$ cat src/rtl/bus_pkg.sv
// Shared bus types for the ibus/dbus to slave-port arbiter.
package bus_pkg;

  typedef enum logic {READ = 1'b0, WRITE = 1'b1} ttype_t;

  typedef enum logic [1:0] {BYTE = 2'd0, HALF = 2'd1, WORD = 2'd2} tsize_t;

  typedef enum logic [1:0] {IDLE = 2'd0, BUSY_I = 2'd1, BUSY_D = 2'd2} arb_state_t;

  typedef enum logic {M_I = 1'b0, M_D = 1'b1} master_id_t;

endpackage

$ cat src/rtl/mem_bus_arbiter_rr_arb2.sv
// Combinational two-way round-robin pick: on a tie the master that did not
// win last time is chosen.
module rr_arb2
  import bus_pkg::*;
(
  input  logic       i_breq,
  input  logic       d_breq,
  input  master_id_t last_grant,
  output master_id_t grant,
  output logic       grant_valid
);

  always_comb begin
    grant       = M_I;
    grant_valid = i_breq | d_breq;
    if (i_breq && d_breq) begin
      grant = (last_grant == M_I) ? M_D : M_I;
    end else if (d_breq) begin
      grant = M_D;
    end
  end

endmodule

$ cat src/rtl/mem_bus_arbiter.sv
// Two-master (ibus read-only, dbus read/write) to one-slave arbiter, one
// outstanding transfer. Optional slave watchdog: define ARB_TIMEOUT_EN.
module mem_bus_arbiter
  import bus_pkg::*;
#(
  parameter int AW      = 32,
  parameter int DW      = 32,
  parameter int TIMEOUT = 16
) (
  input  logic          clk,
  input  logic          rst_n,
  input  logic          i_breq,
  input  logic [AW-1:0] i_addr,
  output logic [DW-1:0] i_rdata,
  output logic          i_bdone,
  output logic          i_berror,
  input  logic          d_breq,
  input  ttype_t        d_ttype,
  input  tsize_t        d_tsize,
  input  logic [AW-1:0] d_addr,
  input  logic [DW-1:0] d_wdata,
  output logic [DW-1:0] d_rdata,
  output logic          d_bdone,
  output logic          d_berror,
  output logic          s_breq,
  output ttype_t        s_ttype,
  output tsize_t        s_tsize,
  output logic [AW-1:0] s_addr,
  output logic [DW-1:0] s_wdata,
  input  logic [DW-1:0] s_rdata,
  input  logic          s_bdone
);

  arb_state_t state, state_next;
  master_id_t last_grant, last_grant_next;
  master_id_t grant;
  logic       grant_valid;
  logic       done;
  logic       timeout;

  rr_arb2 u_rr_arb2 (
    .i_breq     (i_breq),
    .d_breq     (d_breq),
    .last_grant (last_grant),
    .grant      (grant),
    .grant_valid(grant_valid)
  );

`ifdef ARB_TIMEOUT_EN
  localparam int CW = $clog2(TIMEOUT + 1);
  logic [CW-1:0] wd_cnt;

  // Counts BUSY cycles without a slave response; zero whenever not waiting.
  always_ff @(posedge clk or negedge rst_n) begin
    if (!rst_n) begin
      wd_cnt <= '0;
    end else if (state == IDLE || done) begin
      wd_cnt <= '0;
    end else begin
      wd_cnt <= wd_cnt + CW'(1);
    end
  end

  // A real s_bdone in the final cycle wins over the watchdog.
  assign timeout = (state != IDLE) && !s_bdone && (wd_cnt == CW'(TIMEOUT - 1));
`else
  assign timeout = 1'b0;
`endif

  assign done = (state != IDLE) && (s_bdone || timeout);

  always_ff @(posedge clk or negedge rst_n) begin
    if (!rst_n) begin
      state      <= IDLE;
      last_grant <= M_D;
    end else begin
      state      <= state_next;
      last_grant <= last_grant_next;
    end
  end

  always_comb begin
    state_next      = state;
    last_grant_next = last_grant;
    case (state)
      IDLE: begin
        if (grant_valid) begin
          state_next = (grant == M_I) ? BUSY_I : BUSY_D;
        end
      end
      BUSY_I: begin
        if (done) begin
          state_next      = IDLE;
          last_grant_next = M_I;
        end
      end
      BUSY_D: begin
        if (done) begin
          state_next      = IDLE;
          last_grant_next = M_D;
        end
      end
      default: state_next = IDLE;
    endcase
  end

  // Slave-side mux and master-side returns; only the granted master sees activity.
  always_comb begin
    s_breq   = 1'b0;
    s_ttype  = READ;
    s_tsize  = WORD;
    s_addr   = '0;
    s_wdata  = '0;
    i_rdata  = '0;
    i_bdone  = 1'b0;
    i_berror = 1'b0;
    d_rdata  = '0;
    d_bdone  = 1'b0;
    d_berror = 1'b0;
    case (state)
      BUSY_I: begin
        s_breq   = 1'b1;
        s_addr   = i_addr;
        i_bdone  = done;
        i_berror = timeout;
        i_rdata  = s_bdone ? s_rdata : '0;
      end
      BUSY_D: begin
        s_breq   = 1'b1;
        s_ttype  = d_ttype;
        s_tsize  = d_tsize;
        s_addr   = d_addr;
        s_wdata  = d_wdata;
        d_bdone  = done;
        d_berror = timeout;
        d_rdata  = s_bdone ? s_rdata : '0;
      end
      default: ;
    endcase
  end

endmodule

$ cat config.mk
export PLATFORM = sky130hd
export DESIGN_NAME = mem_bus_arbiter
export DESIGN_NICKNAME = d
export VERILOG_FILES = /design/src/rtl/bus_pkg.sv /design/src/rtl/mem_bus_arbiter_rr_arb2.sv /design/src/rtl/mem_bus_arbiter.sv
export SDC_FILE = /design/constraint.sdc
export NUM_CORES = 1
export LEC_CHECK = 0
export BUFFER_PORTS_ARGS = -buffer_cell sky130_fd_sc_hd__buf_2
export CORE_AREA = 2 2 106 108
export DETAILED_ROUTE_END_ITERATION = 8
export DIE_AREA = 0 0 108 110
export HOLD_SLACK_MARGIN = 0.05
export SYNTH_ARGS = -nofsm -noshare
export SYNTH_HDL_FRONTEND = slang
export SYNTH_HIERARCHICAL = 1
export SYNTH_SLANG_ARGS = --single-unit
$ cat constraint.sdc
create_clock -name clk -period 1.5 [get_ports clk]
set_input_delay 0.075 -clock clk [delete_from_list [all_inputs] [get_ports clk]]
set_output_delay 0.075 -clock clk [all_outputs]
set_load 0.05 [all_outputs]
==> results of run 1 <==
==> where the power goes <==
| part | switching [W] | total [W] | internal (W) |
|---|---|---|---|
| sequential | 0.0000385 | 0.000163 | 0.000124 |
| combinational | 0.00491 | 0.00990 | 0.00499 |
| clock | 0.0000578 | 0.000240 | 0.000182 |
==> worst max-delay path by stage <==
| stage | start | endpoint | slack, ns | cells past startpoint |
|---|---|---|---|---|
| floorplan | state[1] | s_addr[0] | -0.06 | 5 |
| global placement | state[1] | s_addr[30] | -0.06 | 7 |
| detailed placement | state[1] | s_addr[7] | -0.1 | 7 |
| CTS | state[0] | s_addr[6] | -0.26 | 7 |
| global route | state[0] | s_addr[3] | -0.30 | 7 |
| finish | state[0] | s_addr[5] | -0.25 | 7 |
==> final cells by class <==
class	count	area, µm²	area share
sequential	3	78.83	0.01370
clock buffer	4	45.04	0.007831
timing repair buffer	320	3381	0.5878
tap	140	175.2	0.03045
multi-input combinational	190	2062	0.3585
inverter	2	10.01	0.001740
==> cells in the final DEF (no fill, tap or decap), drive strengths merged <==
cell type / netlist / layout
and3: 65 / 65
dlygate4sd3: 0 / 1
dfrtp: 2 / 2
nand3: 1 / 1
nor2: 5 / 5
conb: 1 / 2
ha: 6 / 6
a21oi: 2 / 2
or2: 1 / 1
a22oi: 32 / 32
nor2b: 33 / 33
dfstp: 1 / 1
nand2b: 2 / 2
a211o: 1 / 1
o22ai: 1 / 1
nand2: 3 / 3
and2: 34 / 34
inv: 2 / 2
mux2: 1 / 1
buf: 17 / 309
clkbuf: 12 / 14
a21boi: 1 / 1
==> cells by family after synthesis <==
family | Yosys count
AOI/OAI and AO/OA | 37
adders and majority gates | 6
buffers and inverters | 31
DFF | 3
muxes | 1
other | 1
and+or+nand+nor | 144
==> registers in the layout, summed over array words and instances, names as in the netlist <==
signal	cells
state	2
last_grant	1
==> stage by stage <==
stage / TNS, ns / instances
CTS: -22.88 / 643
global route: -28.15 / 659
detailed placement: -2.358 / 617
floorplan: -2.015 / 224
global placement: -1.121 / 617
finish: -22.17 / 659
==> timing repair <==
| item | CTS | global route |
|---|---|---|
| endpoints found under the hold margin | 3 | 0 |
| pin swaps | 7 | 8 |
| hold buffers | 1 | 0 |
| gates resized for setup | 375 | 101 |
| cloned | 8 | 10 |
| endpoints found under the setup margin | 136 | 137 |
| buffers inserted | 13 | 12 |
==> metal layers <==
| layer | share of wire | track usage | vias to the layer above |
|---|---|---|---|
| li1 | - | - | 1377 |
| met1 | 0.37 | 0.1836 | 1428 |
| met2 | 0.55 | 0.3104 | 156 |
| met3 | 0.059 | 0.02058 | 20 |
| met4 | 0.022 | 0.02930 | 0 |
| met5 | 0 | 0 | - |
==> worst register-to-register path, stage by stage (launching register included) <==
cell and delay [ns]:
dfrtp_2 0.40, inv_4 0.06, buf_6 0.12, ha_4 0.37, clkbuf_16 0.19, buf_8 0.12
a21oi_2 0.05, a211o_1 0.27
==> metrics.csv, run 1 <==
metric;value;unit
numCtsBuffers;3;
drive_gt1_frac;0.9692;
required;1.42;ns
r2r_end;state[1];
antenna_found_initial;0;
synth-simple-area-share;0.5973;
rows;38;
drc;0;
fin_area;5752;µm²
crit_chain;buf_12, ha_4, buf_12, buf_12, a22oi_2, nor2b_4, buf_6;
synthCells;223;
hold_viol_final;0;
h-tree-depth;1;
fin_crit;1.749;ns
yosysWarnings;6;
yosys.area_share.adder;0.05098;
avgSynthCellArea;6.604;µm²
first_global_vias;2878;
status;finished with violations;
routedWlPerCell;18.10;µm
wirelength;11930;µm
postPlaceCellArea;3400;µm²
grt_util_all_layers;0.1582;
cts.clk_slew.worst_paths;0.03;ns
insertion_delay;0.22;ns
overflow;0;
synth.largest_area_cell;and3_1;
cts_root_buf;clkbuf_8;
final_nets;662;
drt-initial-drc-count;105;
grt_first_pass_wirelength;14770;µm
crit_slowest_cell;dfrtp_2;
cpMostUsedCell;buf_12;
synth_compound_area_frac;0.1852;
critPathMaxStageDelay;0.43;ns
finClkSkew;0.0005265;ns
cp-end-kind;output port;
setup_slack;-0.2494;ns
rsz0062_at_grt;yes;
synth_mux_area_frac;0.007647;
fillerInstances;862;
core;10700;µm²
die_width;108;µm
syn_area;1473;µm²
r2r_slack;-0.20;ns
crit_arrival;1.67;ns
detailedPlace.worstSlack;-0.09953;ns
synthXorXnorAreaFrac;0;
synth_top_area_share;0.2761;
first_pass_iters;4;
synth_cell_types;24;
start_kind;flop;
gp_congestion;0.7806;
ys_seq_elements;3;
vias_per_cell;4.524;
portBuffers;269;
total_power;0.01030;W
holdWs;0.1845;ns
synth_edf_count;0;
min_path_type;in -> async;
violations;setup timing;
synth_top_family_by_area;simple AND/OR/NAND/NOR gates;
crit_buf_inv;4;
diodes;0;
clockBufferDepth;2;
fp.dieArea;11880;µm²
p_leak;2.714;nW
cap_viol_max_count;0;
synth.area.top_cells;and3_1 (28%), a22oi_1 (16%), and2_1 (14%);
worst_ir_drop_vdd;1052;µV
finalSetupViolCount;136;
dieHeight;110;µm
max_freq;0.5716;GHz
power-per-cell-area;1791;nW/µm²
critical_path_class;reg -> out;
yosys-top-cells-count;and3_1 (65), and2_1 (34), nor2b_1 (33), a22oi_1 (32), buf_2 (13);
slew_viol_final;0;
start_util;0.1377;
cts_tree;done;
min_period_over_period;1.166;
numClockSinks;3;
worstReg2RegStart;state[0];
seq_area_frac_synth;0.05183;
dp_hpwl;6056;µm
ant_nets;0;
synthArstFlopShare;1.000;
synth.most_common_cell;and3_1;
grt_max_degree;58;
cpLargestDelayFamily;buffers and inverters;
vias;2981;
reg2reg_depth;7;
syn_to_final_growth;290.6;%
final_core_util;0.5377;
io_pins;272;
crit_fanout;13;
synth_ff_type;dfrtp_1;
(Power assumes the default switching activity.)
==> run 2, diff against run 1 <==
==> constraint.sdc (replaced) <==
create_clock -name clk -period 1.5 [get_ports clk]
set_input_delay 0.075 -clock clk [delete_from_list [all_inputs] [get_ports clk]]
set_output_delay 0.075 -clock clk [all_outputs]
set_load 0.1 [all_outputs]
==> run 2 against run 1 <==
Compared with the run above:
- sequential share of layout area down 0.17 points
- hold slack better by 0.082 ns
- critical path depth down 1
- non-clock buffer count down 9
- the flow still finishes with violations (setup timing)
- largest power group unchanged
==> metrics.csv, run 2 (same netlist as run 1, synthesis figures left out) <==
metric;value;unit;change
status;finished with violations;;
violations;setup timing;;
syn_to_final_growth;345.1;%;
power-per-cell-area;2008;nW/µm²;+12%
pwr-share-seq;0.012;;-0.004
max_freq;0.5878;GHz;+2.8%
rows;38;;unchanged
dp_cells;614;;-0.49%
cts_tree;done;;
worstReg2RegStart;state[0];;
cp-end-kind;output port;;
min_path_type;in -> async;;
finalSetupViolCount;136;;unchanged
wirelength;11830;µm;-0.82%
fp.dieArea;11880;µm²;unchanged
ant_nets;0;;unchanged
slew_viol_final;0;;unchanged
dieHeight;110;µm;unchanged
p_sw;0.007396;W;+48%
r2r_slack;-0.12;ns;+0.08 ns
fillerInstances;828;;-3.9%
drc;0;;unchanged
final_nets;653;;-1.4%
crit_slowest_cell;dfrtp_2;;
rsz0062_at_grt;yes;;
vias;2915;;-2.2%
gp_congestion;0.8251;;+5.7%
overflow;0;;unchanged
die_width;108;µm;unchanged
numCtsBuffers;3;;unchanged
clkPwrFrac;0.018;;-0.005
critical_path_class;reg -> out;;
power_frac_comb;0.970;;+0.009
fin_crit;1.701;ns;-0.04825 ns
r2r_end;state[1];;
holdWs;0.2661;ns;+0.08155 ns
reg2reg_depth;7;;unchanged
detailedPlace.worstSlack;-0.04386;ns;+0.05567 ns
hold_viol_final;0;;unchanged
tns;-19.22;ns;+2.944 ns
vias_per_cell;4.485;;-0.86%
stdcell_count;650;;-1.4%
drt-initial-drc-count;87;;-17%
crit_fanout;9;;-4
crit_arrival;1.63;ns;-0.04 ns
clockBufferDepth;2;;unchanged
grt_max_degree;33;;-43%
cpMostUsedCell;buf_12;;
start_util;0.1377;;unchanged
grt_first_pass_wirelength;16820;µm;+14%
routedWlPerCell;18.20;µm;+0.55%
drive_gt1_frac;0.9706;;+0.001417
first_pass_iters;4;;unchanged
worst_ir_drop_vdd;1711;µV;+63%
insertion_delay;0.22;ns;about the same
p_leak;2.805;nW;+3.4%
cap_viol_max_count;0;;unchanged
most-common-layout-cells;buf_12 (150), buf_2 (135), and3_4 (56);;
start_kind;flop;;
required;1.42;ns;about the same
h-tree-depth;1;;unchanged
grt_util_all_layers;0.1835;;+0.02524
crit_chain;buf_4, ha_4, buf_12, buf_12, and3_2, buf_12;;
diodes;0;;unchanged
p_int;0.005764;W;+8.9%
largest_register_ffs;2;;unchanged
cts_root_buf;clkbuf_8;;
p_sw_frac;0.5620;;+0.07602
portBuffers;269;;unchanged
io_pins;272;;unchanged
core;10700;µm²;unchanged
antenna_found_initial;0;;unchanged
setup_slack;-0.2012;ns;+0.04825 ns
finClkSkew;0.0007803;ns;+0.0002537 ns
final_core_util;0.6127;;+0.07509
cts.clk_slew.worst_paths;0.03;ns;about the same
first_global_vias;2983;;+3.6%
final_common_cell;buf_12;;
dp_hpwl;8100;µm;+34%
min_period_over_period;1.134;;-0.03217
reg_top3;state x2, last_grant x1;;
numClockSinks;3;;unchanged
critPathMaxStageDelay;0.41;ns;-0.02 ns
top_register;state;;
run 2: repair_timing:
item | CTS | global route
hold buffers | 1 | 0
resized for setup | 69 | 48
endpoints found under the hold margin | 3 | 0
setup endpoints to repair | 135 | 137
buffers inserted | 19 | 5
cloned | 9 | 4
pin swaps | 10 | 7
run 2: worst max path at each step:
stage | startpoint | end
6_report | state[0] | i_rdata[6]
3_3_place_gp | state[0] | s_addr[17]
3_5_place_dp | state[0] | d_rdata[30]
5_1_grt | state[0] | s_addr[7]
4_1_cts | state[0] | d_rdata[18]
2_1_floorplan | state[1] | s_addr[0]
run 2: per-layer routing:
metal  vias to the layer above  wire length, µm  GRT usage
li1                       1358                -          -
met1                      1402             4053     0.1965
met2                       145             6802     0.3760
met3                        10              845    0.03351
met4                         0              126    0.02839
met5                         -                0          0
run 2: worst max-delay path, delay by kind of cell (launching register included):
family | cells | cell delay (ns)
simple gates | 1 | 0.23
flops | 1 | 0.41
buf+inv | 4 | 0.59
fa+ha+maj | 1 | 0.18
run 2: power groups by stage:
| stage | Clock, W | Combinational (W) | Sequential [W] |
|---|---|---|---|
| 5_1_grt | 0.000248 | 0.0131 | 0.000164 |
| 6_report | 0.000239 | 0.0128 | 0.000161 |
| 2_1_floorplan | 0 | 0.00724 | 0.000144 |
| 4_1_cts | 0.000240 | 0.0125 | 0.000150 |
| 3_3_place_gp | 0 | 0.0105 | 0.000144 |
| 3_5_place_dp | 0 | 0.0107 | 0.000145 |
run 2: metrics by stage:
step           power (W)  cell area (µm²)
2_1_floorplan   0.007388             2078
3_3_place_gp     0.01069             5572
3_5_place_dp     0.01081             5572
4_1_cts          0.01288             6392
5_1_grt          0.01355             6555
6_report         0.01316             6555
run 2: area by class of cell:
cell class	instances	area (µm²)	area share
inverter	2	12.51	0.001909
sequential	3	78.83	0.01203
multi-input combinational	190	2156	0.3289
timing repair buffer	311	4088	0.6236
clock buffer	4	45.04	0.006872
tap	140	175.2	0.02672
